## config.mk

```make
export PLATFORM = sky130hd
export DESIGN_NAME = alpaca_butterfly_feeder_flat
export DESIGN_NICKNAME = d
export VERILOG_FILES = /design/src/rtl/alpaca_pkg.sv /design/src/rtl/alpaca_axis_if.sv /design/src/rtl/alpaca_half_frame_buffer.sv /design/src/rtl/alpaca_butterfly_feeder.sv /design/src/flat_wrapper.sv
export SDC_FILE = /design/constraint.sdc
export NUM_CORES = 1
export LEC_CHECK = 0
export BUFFER_PORTS_ARGS = -buffer_cell sky130_fd_sc_hd__clkbuf_2
export CAP_MARGIN = 10
export CORE_MARGIN = 10
export CORE_UTILIZATION = 40
export DETAILED_ROUTE_END_ITERATION = 6
export PLACE_DENSITY = 0.61
export SYNTH_ARGS = -nofsm -noshare
export SYNTH_HDL_FRONTEND = slang
export SYNTH_SLANG_ARGS = --single-unit
export TNS_END_PERCENT = 50
```

## constraint.sdc

```tcl
create_clock -name clk -period 10.08 [get_ports clk]
set_input_delay 2.016 -clock clk [delete_from_list [all_inputs] [get_ports clk]]
set_output_delay 2.016 -clock clk [all_outputs]
set_load 0.1 [all_outputs]
```

## src/rtl/alpaca_pkg.sv

```systemverilog
// Shared types and constants for the alpaca radix-2 FFT stage chain.
package alpaca_pkg;

  localparam int DEF_FFT_LEN = 16;
  localparam int WIDTH       = 16;
  localparam int IDX_W       = $clog2(DEF_FFT_LEN / 2);

  // Complex sample, imaginary part in the upper half of the word.
  typedef struct packed {
    logic signed [WIDTH-1:0] im;
    logic signed [WIDTH-1:0] re;
  } cx_t;

  typedef enum logic [0:0] {
    FILL = 1'b0,
    PAIR = 1'b1
  } state_e;

endpackage

```

## src/rtl/alpaca_axis_if.sv

```systemverilog
// AXI-Stream style link shared by the feeder and the butterfly.
interface alpaca_axis #(
  parameter int DW = 32,
  parameter int UW = 8
) ();

  logic [DW-1:0] tdata;
  logic          tvalid;
  logic          tready;
  logic          tlast;
  logic [UW-1:0] tuser;

  modport MST (output tdata, output tvalid, output tlast, output tuser, input tready);
  modport SLV (input tdata, input tvalid, input tlast, input tuser, output tready);

endinterface

```

## src/rtl/alpaca_half_frame_buffer.sv

```systemverilog
// Half-frame sample store: one synchronous write port, one asynchronous
// read port. Contents are intentionally not reset.
module alpaca_half_frame_buffer
  import alpaca_pkg::*;
#(
  parameter int DEPTH = 8,
  parameter int AW    = 3
) (
  input  logic          clk,
  input  logic          wr_en,
  input  logic [AW-1:0] wr_addr,
  input  cx_t           wr_data,
  input  logic [AW-1:0] rd_addr,
  output cx_t           rd_data
);

  cx_t mem [DEPTH];

  // Capture first-half samples.
  always_ff @(posedge clk) begin
    if (wr_en) mem[wr_addr] <= wr_data;
  end

  assign rd_data = mem[rd_addr];

endmodule

```

## src/rtl/alpaca_butterfly_feeder.sv

```systemverilog
// Serial-to-pair feeder for the radix-2 butterfly: stores the first half of
// each frame, then emits x[n] on x1 alongside the incoming x[n+N/2] on x2.
// Optional build macro: ALPACA_FEEDER_DROPCNT_EN adds the drop_cnt port.
//
//   state | meaning
//   ------+-----------------------------------------------------------
//   FILL  | accepting first half-frame samples into the buffer
//   PAIR  | accepting second half, emitting buffered/incoming pairs
module alpaca_butterfly_feeder
  import alpaca_pkg::*;
#(
  parameter int FFT_LEN = DEF_FFT_LEN,
  parameter int TUSER   = 8
) (
  input  logic        clk,
  input  logic        rst_n,
  alpaca_axis.SLV     s_axis,
  alpaca_axis.MST     x1,
  alpaca_axis.MST     x2,
  output logic        frame_err
`ifdef ALPACA_FEEDER_DROPCNT_EN
  ,
  output logic [15:0] drop_cnt
`endif
);

  localparam int HALF = FFT_LEN / 2;
  localparam int IW   = $clog2(HALF);
  localparam logic [IW-1:0] IDX_LAST = IW'(HALF - 1);
  localparam logic [0:0] S_FILL = FILL;
  localparam logic [0:0] S_PAIR = PAIR;

  logic [0:0]       state;
  logic [IW-1:0]    idx;
  logic [TUSER-1:0] frame_cnt;
  logic             out_v;
  cx_t              o1_data;
  cx_t              o2_data;
  logic             o_last;
  logic [TUSER-1:0] o_user;
  cx_t              rd_data;
  cx_t              in_data;
  logic             rdy;
  logic             in_hs;
  logic             out_done;
  logic             last_pos;
  logic             early_last;
  logic             missing_last;
  logic             pair_load;
  logic             wr_en;
  logic             unused_tuser;

  assign unused_tuser = ^s_axis.tuser;
  assign in_data      = cx_t'(s_axis.tdata);

  // Handshake and framing decode.
  always_comb begin
    out_done     = out_v & x1.tready & x2.tready;
    rdy          = rst_n & ((state == S_FILL) | ~out_v | (x1.tready & x2.tready));
    in_hs        = s_axis.tvalid & rdy;
    last_pos     = (state == S_PAIR) && (idx == IDX_LAST);
    early_last   = in_hs & s_axis.tlast & ~last_pos;
    missing_last = in_hs & ~s_axis.tlast & last_pos;
    pair_load    = in_hs & (state == S_PAIR) & ~early_last;
    wr_en        = in_hs & (state == S_FILL);
  end

  assign s_axis.tready = rdy;

  alpaca_half_frame_buffer #(
    .DEPTH (HALF),
    .AW    (IW)
  ) u_buf (
    .clk     (clk),
    .wr_en   (wr_en),
    .wr_addr (idx),
    .wr_data (in_data),
    .rd_addr (idx),
    .rd_data (rd_data)
  );

  // Frame sequencing: FILL -> PAIR -> FILL, early tlast resyncs to FILL.
  always_ff @(posedge clk or negedge rst_n) begin
    if (!rst_n) begin
      state     <= S_FILL;
      idx       <= '0;
      frame_cnt <= '0;
    end else if (early_last) begin
      state <= S_FILL;
      idx   <= '0;
    end else if (in_hs) begin
      if (idx == IDX_LAST) begin
        idx <= '0;
        if (state == S_PAIR) begin
          state     <= S_FILL;
          frame_cnt <= frame_cnt + 1'b1;
        end else begin
          state <= S_PAIR;
        end
      end else begin
        idx <= idx + 1'b1;
      end
    end
  end

  // Output pair register; a new load may overlap the completion of the old beat.
  always_ff @(posedge clk or negedge rst_n) begin
    if (!rst_n) begin
      out_v   <= 1'b0;
      o1_data <= '0;
      o2_data <= '0;
      o_last  <= 1'b0;
      o_user  <= '0;
    end else if (pair_load) begin
      out_v   <= 1'b1;
      o1_data <= rd_data;
      o2_data <= in_data;
      o_last  <= last_pos;
      o_user  <= frame_cnt;
    end else if (out_done) begin
      out_v <= 1'b0;
    end
  end

  assign x1.tvalid = out_v;
  assign x1.tdata  = o1_data;
  assign x1.tlast  = o_last;
  assign x1.tuser  = o_user;
  assign x2.tvalid = out_v;
  assign x2.tdata  = o2_data;
  assign x2.tlast  = o_last;
  assign x2.tuser  = o_user;

  // Sticky framing error on early or missing tlast.
  always_ff @(posedge clk or negedge rst_n) begin
    if (!rst_n)                         frame_err <= 1'b0;
    else if (early_last | missing_last) frame_err <= 1'b1;
  end

`ifdef ALPACA_FEEDER_DROPCNT_EN
  logic [16:0] drop_sum;

  // Samples lost on resync are the frame position plus one.
  assign drop_sum = {1'b0, drop_cnt} + 17'({state, idx}) + 17'd1;

  // Saturating count of discarded samples.
  always_ff @(posedge clk or negedge rst_n) begin
    if (!rst_n)          drop_cnt <= '0;
    else if (early_last) drop_cnt <= drop_sum[16] ? 16'hFFFF : drop_sum[15:0];
  end
`endif

endmodule

```

## src/flat_wrapper.sv

```systemverilog
// flat-port wrapper written by rule: the top's interface ports become plain ports
module alpaca_butterfly_feeder_flat import alpaca_pkg::*;
#(
  parameter int FFT_LEN = DEF_FFT_LEN,
  parameter int TUSER   = 8
)
  (clk, rst_n, frame_err, s_axis_tdata, s_axis_tvalid, s_axis_tlast, s_axis_tuser, s_axis_tready, x1_tdata, x1_tvalid, x1_tlast, x1_tuser, x1_tready, x2_tdata, x2_tvalid, x2_tlast, x2_tuser, x2_tready);
  alpaca_axis s_axis_i ();
  alpaca_axis x1_i ();
  alpaca_axis x2_i ();
  input  logic clk;
  input  logic rst_n;
  output logic frame_err;
  input wire logic [$bits(s_axis_i.tdata)-1:0] s_axis_tdata;
  input wire logic [$bits(s_axis_i.tvalid)-1:0] s_axis_tvalid;
  input wire logic [$bits(s_axis_i.tlast)-1:0] s_axis_tlast;
  input wire logic [$bits(s_axis_i.tuser)-1:0] s_axis_tuser;
  output wire logic [$bits(s_axis_i.tready)-1:0] s_axis_tready;
  output wire logic [$bits(x1_i.tdata)-1:0] x1_tdata;
  output wire logic [$bits(x1_i.tvalid)-1:0] x1_tvalid;
  output wire logic [$bits(x1_i.tlast)-1:0] x1_tlast;
  output wire logic [$bits(x1_i.tuser)-1:0] x1_tuser;
  input wire logic [$bits(x1_i.tready)-1:0] x1_tready;
  output wire logic [$bits(x2_i.tdata)-1:0] x2_tdata;
  output wire logic [$bits(x2_i.tvalid)-1:0] x2_tvalid;
  output wire logic [$bits(x2_i.tlast)-1:0] x2_tlast;
  output wire logic [$bits(x2_i.tuser)-1:0] x2_tuser;
  input wire logic [$bits(x2_i.tready)-1:0] x2_tready;
  assign s_axis_i.tdata = s_axis_tdata;
  assign s_axis_i.tvalid = s_axis_tvalid;
  assign s_axis_i.tlast = s_axis_tlast;
  assign s_axis_i.tuser = s_axis_tuser;
  assign s_axis_tready = s_axis_i.tready;
  assign x1_tdata = x1_i.tdata;
  assign x1_tvalid = x1_i.tvalid;
  assign x1_tlast = x1_i.tlast;
  assign x1_tuser = x1_i.tuser;
  assign x1_i.tready = x1_tready;
  assign x2_tdata = x2_i.tdata;
  assign x2_tvalid = x2_i.tvalid;
  assign x2_tlast = x2_i.tlast;
  assign x2_tuser = x2_i.tuser;
  assign x2_i.tready = x2_tready;
  alpaca_butterfly_feeder #(.FFT_LEN(FFT_LEN), .TUSER(TUSER)) u_core (.clk(clk), .rst_n(rst_n), .s_axis(s_axis_i), .x1(x1_i), .x2(x2_i), .frame_err(frame_err));
endmodule
```

Word level (Yosys, flattened, before mapping)
Memory sizes are Yosys's and may differ from the RTL's. A register that Yosys moved wholly into a read port is not among the register bits.
Index checks and enable logic that the tools add are counted.
Widths: inputs -> output; s select.
{"block": "totals", "mem_count": 1, "reg_bits": 55, "out_inout_bits": 86, "input_bits": 46, "mem_bits_rw": 256, "wordCells": 51}
{"name": "u_core.u_buf.mem", "words": 8, "word_bits": 32, "rd": 1, "rd_clocked_by_memory_dff": 1, "write_ports": 1, "line": "alpaca_half_frame_buffer.sv:17", "source": "cx_t mem [DEPTH];"}
{"block": "classes", "add_sub_neg": 2, "bitwise_logic": 20, "n_reduce_logical": 7, "muxes": 11, "n_eq_ne": 1}
{"op": "$and 1x1->1", "n": 12}
{"op": "$mux 3", "n": 3}
{"op": "$add 8x1->8 const B", "n": 1}
{"op": "$mux 1", "n": 8}
{"op": "$reduce_bool 2->1", "n": 3}
{"op": "$not 1->1", "n": 5}
{"op": "$reduce_and 4->1", "n": 1}
{"op": "$add 3x1->3 const B", "n": 1}
{"op": "$eq 3x3->1 const B", "n": 1}
{"op": "$or 1x1->1", "n": 3}
{"op": "$reduce_and 2->1", "n": 1}
{"op": "$logic_and 1x1->1", "n": 1}
{"op": "$logic_not 1->1", "n": 1}

Longest topological paths before layout
{"block": "depth", "word_depth": 10, "mapped_depth": 9, "ltp_nobuf": 6}

Hierarchy
A second synthesis with hierarchy kept.
{"block": "hier_totals", "hier_cells": 608, "area_unflattened_um2": 13536.7}
{"mod": "alpaca_half_frame_buffer", "n_inst": 1, "seq_area_each_um2": 7687.4, "area_each_um2": 9825.7, "cells_each": 383}
{"mod": "alpaca_butterfly_feeder", "n_inst": 1, "seq_area_each_um2": 2177.1, "area_each_um2": 3711.1, "cells_each": 225}

Worst setup path after synthesis
No wires, ideal clock.
{"block": "synth_timing", "path_kind": "input to output", "startpoint": "input x1_tready", "endpoint": "output s_axis_tready", "cell_stages": 2, "setup_slack_ns": 3.759, "n_path_buf": 0, "required_time_ns": 8.064, "arrival_ns": 4.305, "cell_sequence": "a21boi_1 > a21boi_0"}
{"block": "synth_via", "elab_chain_cells": 3}
{"element": "start: declaration", "line": "flat_wrapper.sv:23", "source": "input wire logic [$bits(x1_i.tready)-1:0] x1_tready;"}
{"element": "$and 1x1->1", "line": "alpaca_butterfly_feeder.sv:59", "source": "rdy = rst_n & ((state == S_FILL) | ~out_v | (x1.tready & x2.tready));"}
{"element": "$or 1x1->1", "line": "alpaca_butterfly_feeder.sv:59"}
{"element": "$and 1x1->1", "line": "alpaca_butterfly_feeder.sv:59"}
{"element": "end: declaration", "line": "flat_wrapper.sv:18", "source": "output wire logic [$bits(s_axis_i.tready)-1:0] s_axis_tready;"}
Every way passes these cells.

Worst setup path in the final report
{"block": "layout_timing", "startpoint": "input rst_n", "endpoint": "output s_axis_tready"}
{"block": "layout_via", "elab_chain_cells": 1}
{"element": "start: declaration", "line": "flat_wrapper.sv:12", "source": "input logic rst_n;"}
{"element": "$and 1x1->1", "line": "alpaca_butterfly_feeder.sv:59"}
Every way passes these cells.

==> flow_metrics.py <==
metrics = {
    "placement": {
        "dpl.hpwl_mm": 14.3,
        "gp_congestion": 0.653,
        "portBuffers": 123,
        "placed_area_mm2": 0.0142,
    },
    "sta": {
        "tns_ps": 0,
        "finalHoldViolations": 0,
        "report.final.slew_viol_count": 0,
        "worst_hold_slack_ps": 459,
        "finalCriticalPeriod_ps": 5300,
        "max_freq_ghz": 0.189,
        "setup-violations-final": 0,
        "slew_headroom_pct": 29.5,
        "period_share_pct": 52.6,
        "fin_skew_ps": 17.3,
        "worst_slew_pin_slew_ps": 1060,
        "grt_setup_unrepaired": "false",
    },
    "floorplanning": {
        "start_util_pct": 40.5,
        "fp.dieH_um": 201,
        "fp.dieW_um": 201,
        "core_mm2": 0.0325,
        "io_pins": 132,
        "dieArea_mm2": 0.0406,
        "row_count": 66,
    },
    "pwr": {
        "cellPowerDensity_mw_per_mm2": 309,
        "power.leakage_nw": 5.70,
        "ir_drop_uv": 228,
    },
    "clocking": {
        "cts-resized-gates": 0,
        "root_buffer": "clkbuf_16",
        "cts_setup_buffers": 0,
        "cts_tree": "built",
        "numCtsBuffers": 38,
        "cts-htree-levels": 2,
        "clk_pin_slew_ps": 60,
        "cts_buffer_depth": 3,
        "holdBufCountCts": 0,
        "clock_sinks": 343,
        "clock_latency_ps": 510,
    },
    "drt": {
        "drt_iter0_drc": 304,
        "via_count": 6199,
        "ant_nets": 0,
        "drt-vias-per-instance": 4.94,
        "wl_per_cell_um": 20.8,
        "dr.pass1.iters": 4,
        "route.detailed.drc": 0,
        "finalWirelength_mm": 26.2,
    },
    "synthesis": {
        "seq_area_frac_synth_pct": 74.9,
        "ys.flop_type": "edfxtp_1",
        "synth.distinct_cells": 35,
        "synthCells": 651,
        "ys_warn_count": 0,
        "async_reset_ff_share_pct": 25.4,
        "syn-num-nets": 700,
        "synth_seq_cells": 343,
        "avgSynthCellArea_um2": 20.2,
        "synth-edff-count": 256,
        "synth_area_mm2": 0.0132,
    },
    "worst_hold_path": {
        "min_path_type": "reg2reg",
    },
    "global_routing": {
        "grt_start_max_net_pins": 70,
        "antenna_found_initial": 0,
        "grt_pass1_wl_mm": 40.4,
        "grt_overflow": 0,
        "grt_usage_pct": 12.7,
        "grt_pass1_vias": 6578,
    },
    "worst_setup_path": {
        "crit_type": "in2out",
        "cp.required_ps": 8060,
        "start_kind": "input port",
        "critPathMaxFanout": 46,
        "end_kind": "output port",
        "worst_ep_arrival_time_ps": 3280,
    },
    "cells_and_area": {
        "final_net_count": 834,
        "layout_common_cells": "edfxtp_1, clkbuf_2, dfrtp_1",
        "drive_gt1_share_pct": 38.1,
        "fin_util_pct": 47.4,
        "stdcell_area_mm2": 0.0154,
        "diodes": 0,
        "final_common_cell": "edfxtp_1",
        "syn_to_final_growth_pct": 17.2,
    },
    "job": {
        "cap_viol_max_count": 0,
    },
    "status": {
        "outcome": "completed",
    },
}
[cells in the mapped netlist, types with 6 or more instances]
cell type  number  area share, %
edfxtp_1      256             58
nor2_1          8           0.23
nor3_1          6           0.23
o21ai_1        32            1.2
clkbuf_1        6           0.17
buf_2          13           0.49
buf_6           7           0.60
mux2i_1        32            2.4
dfrtp_1        87             17
buf_4          12           0.68
mux4_2         64             11
nand2_1        47            1.3
mux2_4         40            4.6
[cell type report]
type,count,area [um^2]
repair buffers,136,716
inverters,4,15.0
well taps,442,553
multi-input cells,262,3070
flip-flops and latches,343,9870
clock buffers,48,1020
clock inverters,21,179
fillers,2824,17100
[metrics by stage]
stage | cells | setup WS [ps] | power [W]
2_1_floorplan | 651 | 3760 | 0.00320
4_1_cts | 1256 | 4710 | 0.00484
6_report | 1256 | 4780 | 0.00477
5_1_grt | 1256 | 4640 | 0.00497
3_3_place_gp | 1187 | 4730 | 0.00349
3_5_place_dp | 1187 | 4720 | 0.00350
[layer usage]
layer / track usage, % / share of wire [%] / vias up / routed length [um]
met5: 0 / 0 / - / 0
met4: 3.36 / 1.8 / 0 / 484
met3: 2.49 / 4.0 / 41 / 1050
met2: 21.0 / 49 / 121 / 12700
met1: 16.9 / 45 / 3218 / 11900
li1: - / - / 2819 / -
[critical path, stage by stage]
cell and delay (ps):
buf_4 480, a21boi_0 250, clkbuf_2 490
[cell families (layout without fill, tap and decap cells)]
kind of cell	after synthesis	count (layout)	synth area share [%]
and+or+nand+nor	72	72	2.33
muxes	137	137	18.0
DFF	343	343	74.9
xor gates and xnor gates	8	8	0.532
AOI/OAI and AO/OA	42	42	1.75
buffers and inverters	46	209	2.18
adders and majority gates	3	3	0.285
[power breakdown]
group | total, W | switching, W | internal, W
clock network | 0.00132 | 0.000529 | 0.000793
registers | 0.00177 | 0.000100 | 0.00167
logic | 0.00168 | 0.00127 | 0.000409
total | 0.00477 | 0.00190 | 0.00287
[final timing paths]
check	from	end	slack, ps	cells past startpoint
min reg2reg	u_core.frame_err	u_core.frame_err	460	1
min in group asynchronous	rst_n	u_core.x1.tdata[27]	1530	1
min	u_core.frame_err	u_core.frame_err	460	1
max in group asynchronous	rst_n	u_core.x2.tdata[14]	7460	2
max	rst_n	s_axis_tready	4780	3
max reg2reg	u_core.idx[1]	u_core.x2.tdata[14]	6180	7
[sequential cells by signal (all words and copies together) (netlist names)]
name              count
u_core.x1.tvalid      1
u_core.x1.tdata      32
u_core.state          1
u_core.idx            3
u_core.frame_cnt      8
u_core.frame_err      1
u_core.u_buf.mem    256
u_core.x1.tlast       1
u_core.x1.tuser       8
u_core.x2.tdata      32
Power figures use the tool's default switching activity.
